[config.mk]
export PLATFORM = sky130hd
export DESIGN_NAME = mc_control
export DESIGN_NICKNAME = d
export VERILOG_FILES = /design/src/rtl/mc_control.sv
export SDC_FILE = /design/constraint.sdc
export NUM_CORES = 1
export LEC_CHECK = 0
export BUFFER_PORTS_ARGS = -buffer_cell sky130_fd_sc_hd__buf_2
export CAP_MARGIN = 25
export CORE_MARGIN = 1
export CORE_UTILIZATION = 50
export CTS_CLUSTER_SIZE = 40
export DETAILED_ROUTE_END_ITERATION = 10
export HOLD_SLACK_MARGIN = 0.1
export PLACE_DENSITY = 0.79
export RECOVER_POWER = 50
export SYNTH_ARGS = -nofsm -noshare
export SYNTH_HDL_FRONTEND = slang
export SYNTH_SLANG_ARGS = --single-unit
export TNS_END_PERCENT = 20
[constraint.sdc]
create_clock -name clk -period 10.35 [get_ports clk]
set_input_delay 3.105 -clock clk [delete_from_list [all_inputs] [get_ports clk]]
set_output_delay 3.105 -clock clk [all_outputs]
set_load 0.05 [all_outputs]
[src/rtl/mc_control.sv]
// mc_control: multi-cycle MIPS main controller sequencing FETCH/DECODE/EXE/MEM/WB.
// Define MC_BGEZAL_EN to decode bgezal (op 000001, rt 10001); otherwise that opcode is illegal.
module mc_control #(
  parameter int CNT_W = 32
) (
  input  logic             clk,
  input  logic             reset,
  input  logic [5:0]       op,
  input  logic [5:0]       funct,
  input  logic [4:0]       rt,
  input  logic             zero,
  input  logic             gez,
  input  logic             dmem_ready,
  output logic             PCWrite,
  output logic             IRWrite,
  output logic             RegWrite,
  output logic             MemWrite,
  output logic             dmem_req,
  output logic [1:0]       RegDst,
  output logic             ALUSrc,
  output logic [1:0]       MemtoReg,
  output logic [2:0]       ALUOp,
  output logic [1:0]       EXTOp,
  output logic [1:0]       NPCOp,
  output logic [2:0]       state,
  output logic             illegal,
  output logic             instr_done,
  output logic [CNT_W-1:0] instr_cnt
);

  typedef enum logic [2:0] {
    S_FETCH  = 3'b000,
    S_DECODE = 3'b001,
    S_EXE    = 3'b010,
    S_MEM    = 3'b011,
    S_WB     = 3'b100
  } state_t;

  typedef enum logic [3:0] {
    I_ILL, I_ADDU, I_SUBU, I_JR, I_ORI, I_LUI, I_LW, I_SW,
    I_BEQ, I_BNE, I_J, I_JAL, I_BGEZAL
  } instr_t;

  localparam logic [CNT_W-1:0] CNT_ONE = {{(CNT_W-1){1'b0}}, 1'b1};

  state_t           state_reg, state_next;
  instr_t           instr;
  logic [CNT_W-1:0] cnt_reg;
  logic             bgezal_hit;
  logic             gez_taken;

`ifdef MC_BGEZAL_EN
  assign bgezal_hit = (op == 6'b000001) && (rt == 5'b10001);
  assign gez_taken  = gez;
`else
  logic unused_bgezal;
  assign unused_bgezal = ^{rt, gez};
  assign bgezal_hit    = 1'b0;
  assign gez_taken     = 1'b0;
`endif

  // op/funct are only meaningful from DECODE onward; FETCH ignores the decode.
  always_comb begin
    instr = I_ILL;
    case (op)
      6'b000000: begin
        case (funct)
          6'b100001: instr = I_ADDU;
          6'b100011: instr = I_SUBU;
          6'b001000: instr = I_JR;
          default:   instr = I_ILL;
        endcase
      end
      6'b001101: instr = I_ORI;
      6'b001111: instr = I_LUI;
      6'b100011: instr = I_LW;
      6'b101011: instr = I_SW;
      6'b000100: instr = I_BEQ;
      6'b000101: instr = I_BNE;
      6'b000010: instr = I_J;
      6'b000011: instr = I_JAL;
      6'b000001: instr = bgezal_hit ? I_BGEZAL : I_ILL;
      default:   instr = I_ILL;
    endcase
  end

  always_comb begin
    state_next = state_reg;
    PCWrite    = 1'b0;
    IRWrite    = 1'b0;
    RegWrite   = 1'b0;
    MemWrite   = 1'b0;
    dmem_req   = 1'b0;
    RegDst     = 2'b00;
    ALUSrc     = 1'b0;
    MemtoReg   = 2'b00;
    ALUOp      = 3'b000;
    EXTOp      = 2'b00;
    NPCOp      = 2'b00;
    illegal    = 1'b0;
    instr_done = 1'b0;

    case (state_reg)
      S_FETCH: begin
        IRWrite    = 1'b1;
        PCWrite    = 1'b1;
        state_next = S_DECODE;
      end

      S_DECODE: begin
        case (instr)
          I_J: begin
            PCWrite    = 1'b1;
            NPCOp      = 2'b10;
            instr_done = 1'b1;
            state_next = S_FETCH;
          end
          I_JR: begin
            PCWrite    = 1'b1;
            NPCOp      = 2'b11;
            instr_done = 1'b1;
            state_next = S_FETCH;
          end
          I_JAL: begin
            PCWrite    = 1'b1;
            NPCOp      = 2'b10;
            state_next = S_WB;
          end
          I_ILL: begin
            illegal    = 1'b1;
            state_next = S_FETCH;
          end
          default: state_next = S_EXE;
        endcase
      end

      S_EXE: begin
        case (instr)
          I_ADDU: state_next = S_WB;
          I_SUBU: begin
            ALUOp      = 3'b001;
            state_next = S_WB;
          end
          I_ORI: begin
            ALUOp      = 3'b010;
            ALUSrc     = 1'b1;
            state_next = S_WB;
          end
          I_LUI: begin
            ALUOp      = 3'b011;
            ALUSrc     = 1'b1;
            EXTOp      = 2'b10;
            state_next = S_WB;
          end
          I_LW, I_SW: begin
            ALUSrc     = 1'b1;
            EXTOp      = 2'b01;
            state_next = S_MEM;
          end
          // Branch target uses the sign-extended offset; the ALU subtract yields zero.
          I_BEQ, I_BNE: begin
            ALUOp      = 3'b001;
            EXTOp      = 2'b01;
            NPCOp      = 2'b01;
            PCWrite    = (instr == I_BEQ) ? zero : !zero;
            instr_done = 1'b1;
            state_next = S_FETCH;
          end
          I_BGEZAL: begin
            EXTOp = 2'b01;
            NPCOp = 2'b01;
            if (gez_taken) begin
              PCWrite    = 1'b1;
              state_next = S_WB;
            end else begin
              instr_done = 1'b1;
              state_next = S_FETCH;
            end
          end
          default: state_next = S_FETCH;
        endcase
      end

      S_MEM: begin
        dmem_req = 1'b1;
        ALUSrc   = 1'b1;
        EXTOp    = 2'b01;
        MemWrite = (instr == I_SW);
        if (dmem_ready) begin
          if (instr == I_SW) begin
            instr_done = 1'b1;
            state_next = S_FETCH;
          end else begin
            state_next = S_WB;
          end
        end
      end

      S_WB: begin
        RegWrite   = 1'b1;
        instr_done = 1'b1;
        state_next = S_FETCH;
        case (instr)
          I_ADDU, I_SUBU: RegDst = 2'b01;
          I_LW:           MemtoReg = 2'b01;
          I_JAL, I_BGEZAL: begin
            RegDst   = 2'b10;
            MemtoReg = 2'b10;
          end
          default: RegDst = 2'b00;
        endcase
      end

      default: state_next = S_FETCH;
    endcase

    // Reset masks every output combinationally so an in-flight access drops at once.
    if (!reset) begin
      PCWrite    = 1'b0;
      IRWrite    = 1'b0;
      RegWrite   = 1'b0;
      MemWrite   = 1'b0;
      dmem_req   = 1'b0;
      RegDst     = 2'b00;
      ALUSrc     = 1'b0;
      MemtoReg   = 2'b00;
      ALUOp      = 3'b000;
      EXTOp      = 2'b00;
      NPCOp      = 2'b00;
      illegal    = 1'b0;
      instr_done = 1'b0;
    end
  end

  always_ff @(posedge clk or negedge reset) begin
    if (!reset) begin
      state_reg <= S_FETCH;
      cnt_reg   <= '0;
    end else begin
      state_reg <= state_next;
      if (instr_done) begin
        cnt_reg <= cnt_reg + CNT_ONE;
      end
    end
  end

  assign state     = state_reg;
  assign instr_cnt = cnt_reg;

endmodule

==> results.md <==
- Final-report setup violation count: 0
- Synthesized cell area: about 0.0024 mm^2
- Clk Latency, worst-skew pair: approximately 0.28 ns
- Mapped Cells: approximately 260
- Fillers: between 300 and 400
- Max reg flops: 32
- Hold-fix buffers, CTS: 0
- Worst reg-to-reg setup slack: roughly 8.0 ns
- Num CTS Buffers: 5
- Most frequent cell after synthesis: dfrtp_1
- Worst r2r src: state[0]
- Total Power: ~360 uW
- ANT cells: 0
- Post-route DRC: 4
- Nets: around 340
- Hold path cells: 1
- Synth cell types: between 50 and 60
- Crit-path max cell delay: 0.40 ns
- Max-cap violations: 0
- Critical Path Start Type: input port
- Status: complete, but fails checks
- Synthesis-to-finish area growth: 17.0%
- CP Capture Type: primary output
- F_max: 0.121 GHz
- WP buf/inv: 4
- Post-CTS Setup Bufs: 0
- Worst r2r dst: instr_cnt[16]
- Synth area leaders: dfrtp_1 37%, xor2_1 9.9%, a211oi_1 6.0%
- Initial antenna violation count: 0
- Crit path DAT: 5.18 ns
- DR vias/cell: 5.80
- Final Hold Viols: 0
- Global Route Usage Sum: 0.228
- First-pass GRT wire length: roughly 9100 um
- Worst Path Required: slightly above 7 ns
- Max IR drop VDD: 0.106 mV
- Largest net degree at the start of global routing: 40
- PwrDens: 129 mW/mm^2
- Via count: ~2200
- Routed WL per cell: 14.5 um
- Yosys top cell area share: 0.368
- CTS root buffer: clkbuf_8
- Starting Density: 0.532
- CTS resizes: 0
- Hold Crit Class: reg2reg
- Lkg Pwr: around 0.0013 uW
- Critical path peak fanout: 39
- Hold Path Sink: instr_cnt[31]
- Initial DRC count: about 190
- Syn Area/Cell: approximately 9.3 um^2
- Crit share post-route: 0.801
- Async SR Flop Fraction: 1.00
- Critical path type: in2out
- Hold Startpoint: instr_cnt[31]
- DIE HEIGHT: between 70 and 80 um
- Primary FF master, synth: dfrtp_1
- CP max stage cell: buf_4
- Register area share after synthesis: 0.368
- Clock transition at path regs: about 0.07 ns
- Clock Skews: just under 0.006 ns
- Grt ovf: 0
- Fin. max-slew vios: 0
- RSZ-0062 raised after global routing: no
- Port Buf Inserts: 68
- Final ANT Viol Nets: 0
- Post-layout minimum cycle time: 8.29 ns
- Die Width: 71.0 um
- Hpwl dp: about 3900 um
- CTS H-Tree Depth: 2
- Synth warn: 0
- Num rows: 24
- Clock sink count: 35
- CTS tree: done
- Number of global-route vias before repair: just under 2000
- Layout cells sized above 1: 0.222
- Core Region: roughly 0.0045 mm^2
- GP Congestion: about 0.85
- Clk buf depth: 2
- CP delay by family, top: buffers and inverters
- Leading area contributor after synthesis: dfrtp_1
- TNS Setup: 0 ns
- Worst slew pin tran: 0.703 ns
- Routed WL: approximately 5400 um
- Worst r2r path cells: 7
- First-pass detailed-route iteration total: 8
- Number of synthesized flops with an enable pin: 0
- Synth cell count leaders: 35 x dfrtp_1, 27 x xor2_1, 25 x nand2_1
- Flops & latches, synth: 35
- Die area: just over 0.005 mm^2
- Crit-path cells: buf_2 -> buf_4 -> nand3b_1 -> nor2_1 -> nand2_1 -> o2bb2ai_2 -> buf_4 -> nand2_1 -> buf_2
- Post-Synthesis Net Count: 278
- Slew margin rel.: 0.530
- Num ports: 76
- Violated checks: DRC
==> how the worst max path moves through the flow <==
| stage | start | end | slack, ns | depth (start not counted) |
|---|---|---|---|---|
| floorplan | op[3] | EXTOp[1] | 1.84 | 5 |
| global placement | reset | instr_done | 2.09 | 9 |
| detailed placement | reset | instr_done | 2.05 | 9 |
| CTS | reset | instr_done | 2.05 | 9 |
| global route | reset | instr_done | 1.85 | 9 |
| finish | reset | instr_done | 2.06 | 9 |
==> metal layers <==
| layer | GRT usage | part of all wire | vias to the layer above |
|---|---|---|---|
| li1 | - | - | 1048 |
| met1 | 0.330 | 0.47 | 1026 |
| met2 | 0.341 | 0.46 | 75 |
| met3 | 0.0484 | 0.061 | 7 |
| met4 | 0.0756 | 0.011 | 0 |
| met5 | 0 | 0 | - |
==> placed cells by master, fill, tap and decap left out, types with 2 or more instances in the layout <==
cell type / instances
buf_2: 43
dfrtp_1: 35
xor2_1: 27
nand2_1: 25
clkbuf_1: 25
a211oi_1: 19
nor2_1: 18
nand3_1: 12
a21oi_1: 12
inv_1: 9
xnor2_1: 7
nor3_1: 6
nand4_1: 6
clkbuf_8: 6
and2_1: 4
nand2b_1: 4
nand3b_1: 4
nor2_2: 3
nor2b_1: 3
mux2i_1: 3
a2111oi_2: 3
buf_4: 3
o21bai_1: 2
o21ai_0: 2
and4b_1: 2
nor4_1: 2
a21boi_0: 2
a31oi_1: 2
inv_2: 2
and3_1: 2
a2111oi_4: 2
==> where the power goes <==
part,total [uW],internal (uW),switching (uW)
Sequential,157,142,14.7
Combinational,102,27.3,74.7
Clock,99.5,52.2,47.3
Total,359,222,137
==> cell families (layout without fill, tap and decap cells) <==
kind of cell               count (synthesis)  count (layout)  share of synthesized area
buffers and inverters                     24              89                     0.0504
other                                      1               1                    0.00157
DFF                                       35              35                      0.368
and+or+nand+nor                          100             100                      0.229
adders and majority gates                  1               1                    0.00525
xor gates and xnor gates                  34              34                      0.125
AOI/OAI and AO/OA                         56              56                      0.204
muxes                                      4               4                     0.0173
==> worst register-to-register path, delay by kind of cell (launching register included) <==
| kind | cells | cell delay [ns] |
|---|---|---|
| buf+inv | 1 | 0.25 |
| simple gates | 2 | 0.38 |
| compound gates | 3 | 0.85 |
| flops | 1 | 0.62 |
| xor+xnor | 1 | 0.18 |
==> per-stage QoR <==
stage,setup slack (ns),hold WS [ns],instances,cell area [um^2],util
5_1_grt,1.85,0.493,372,2790,0.623
2_1_floorplan,1.84,0.779,255,2380,-
4_1_cts,2.05,0.468,372,2820,0.630
3_5_place_dp,2.05,0.459,365,2730,0.610
6_report,2.06,0.474,372,2790,0.623
3_3_place_gp,2.09,0.460,365,2730,0.610
==> layout make-up <==
cell class	count	area [um^2]	area share
well taps	52	65.1	0.0233
multi-input cells	196	1390	0.497
inverters	11	41.3	0.0148
clock inverters	1	5.00	0.00180
repair buffers	71	332	0.119
flip-flops and latches	35	876	0.314
clock buffers	6	82.6	0.0296
(Power assumes the default switching activity.)
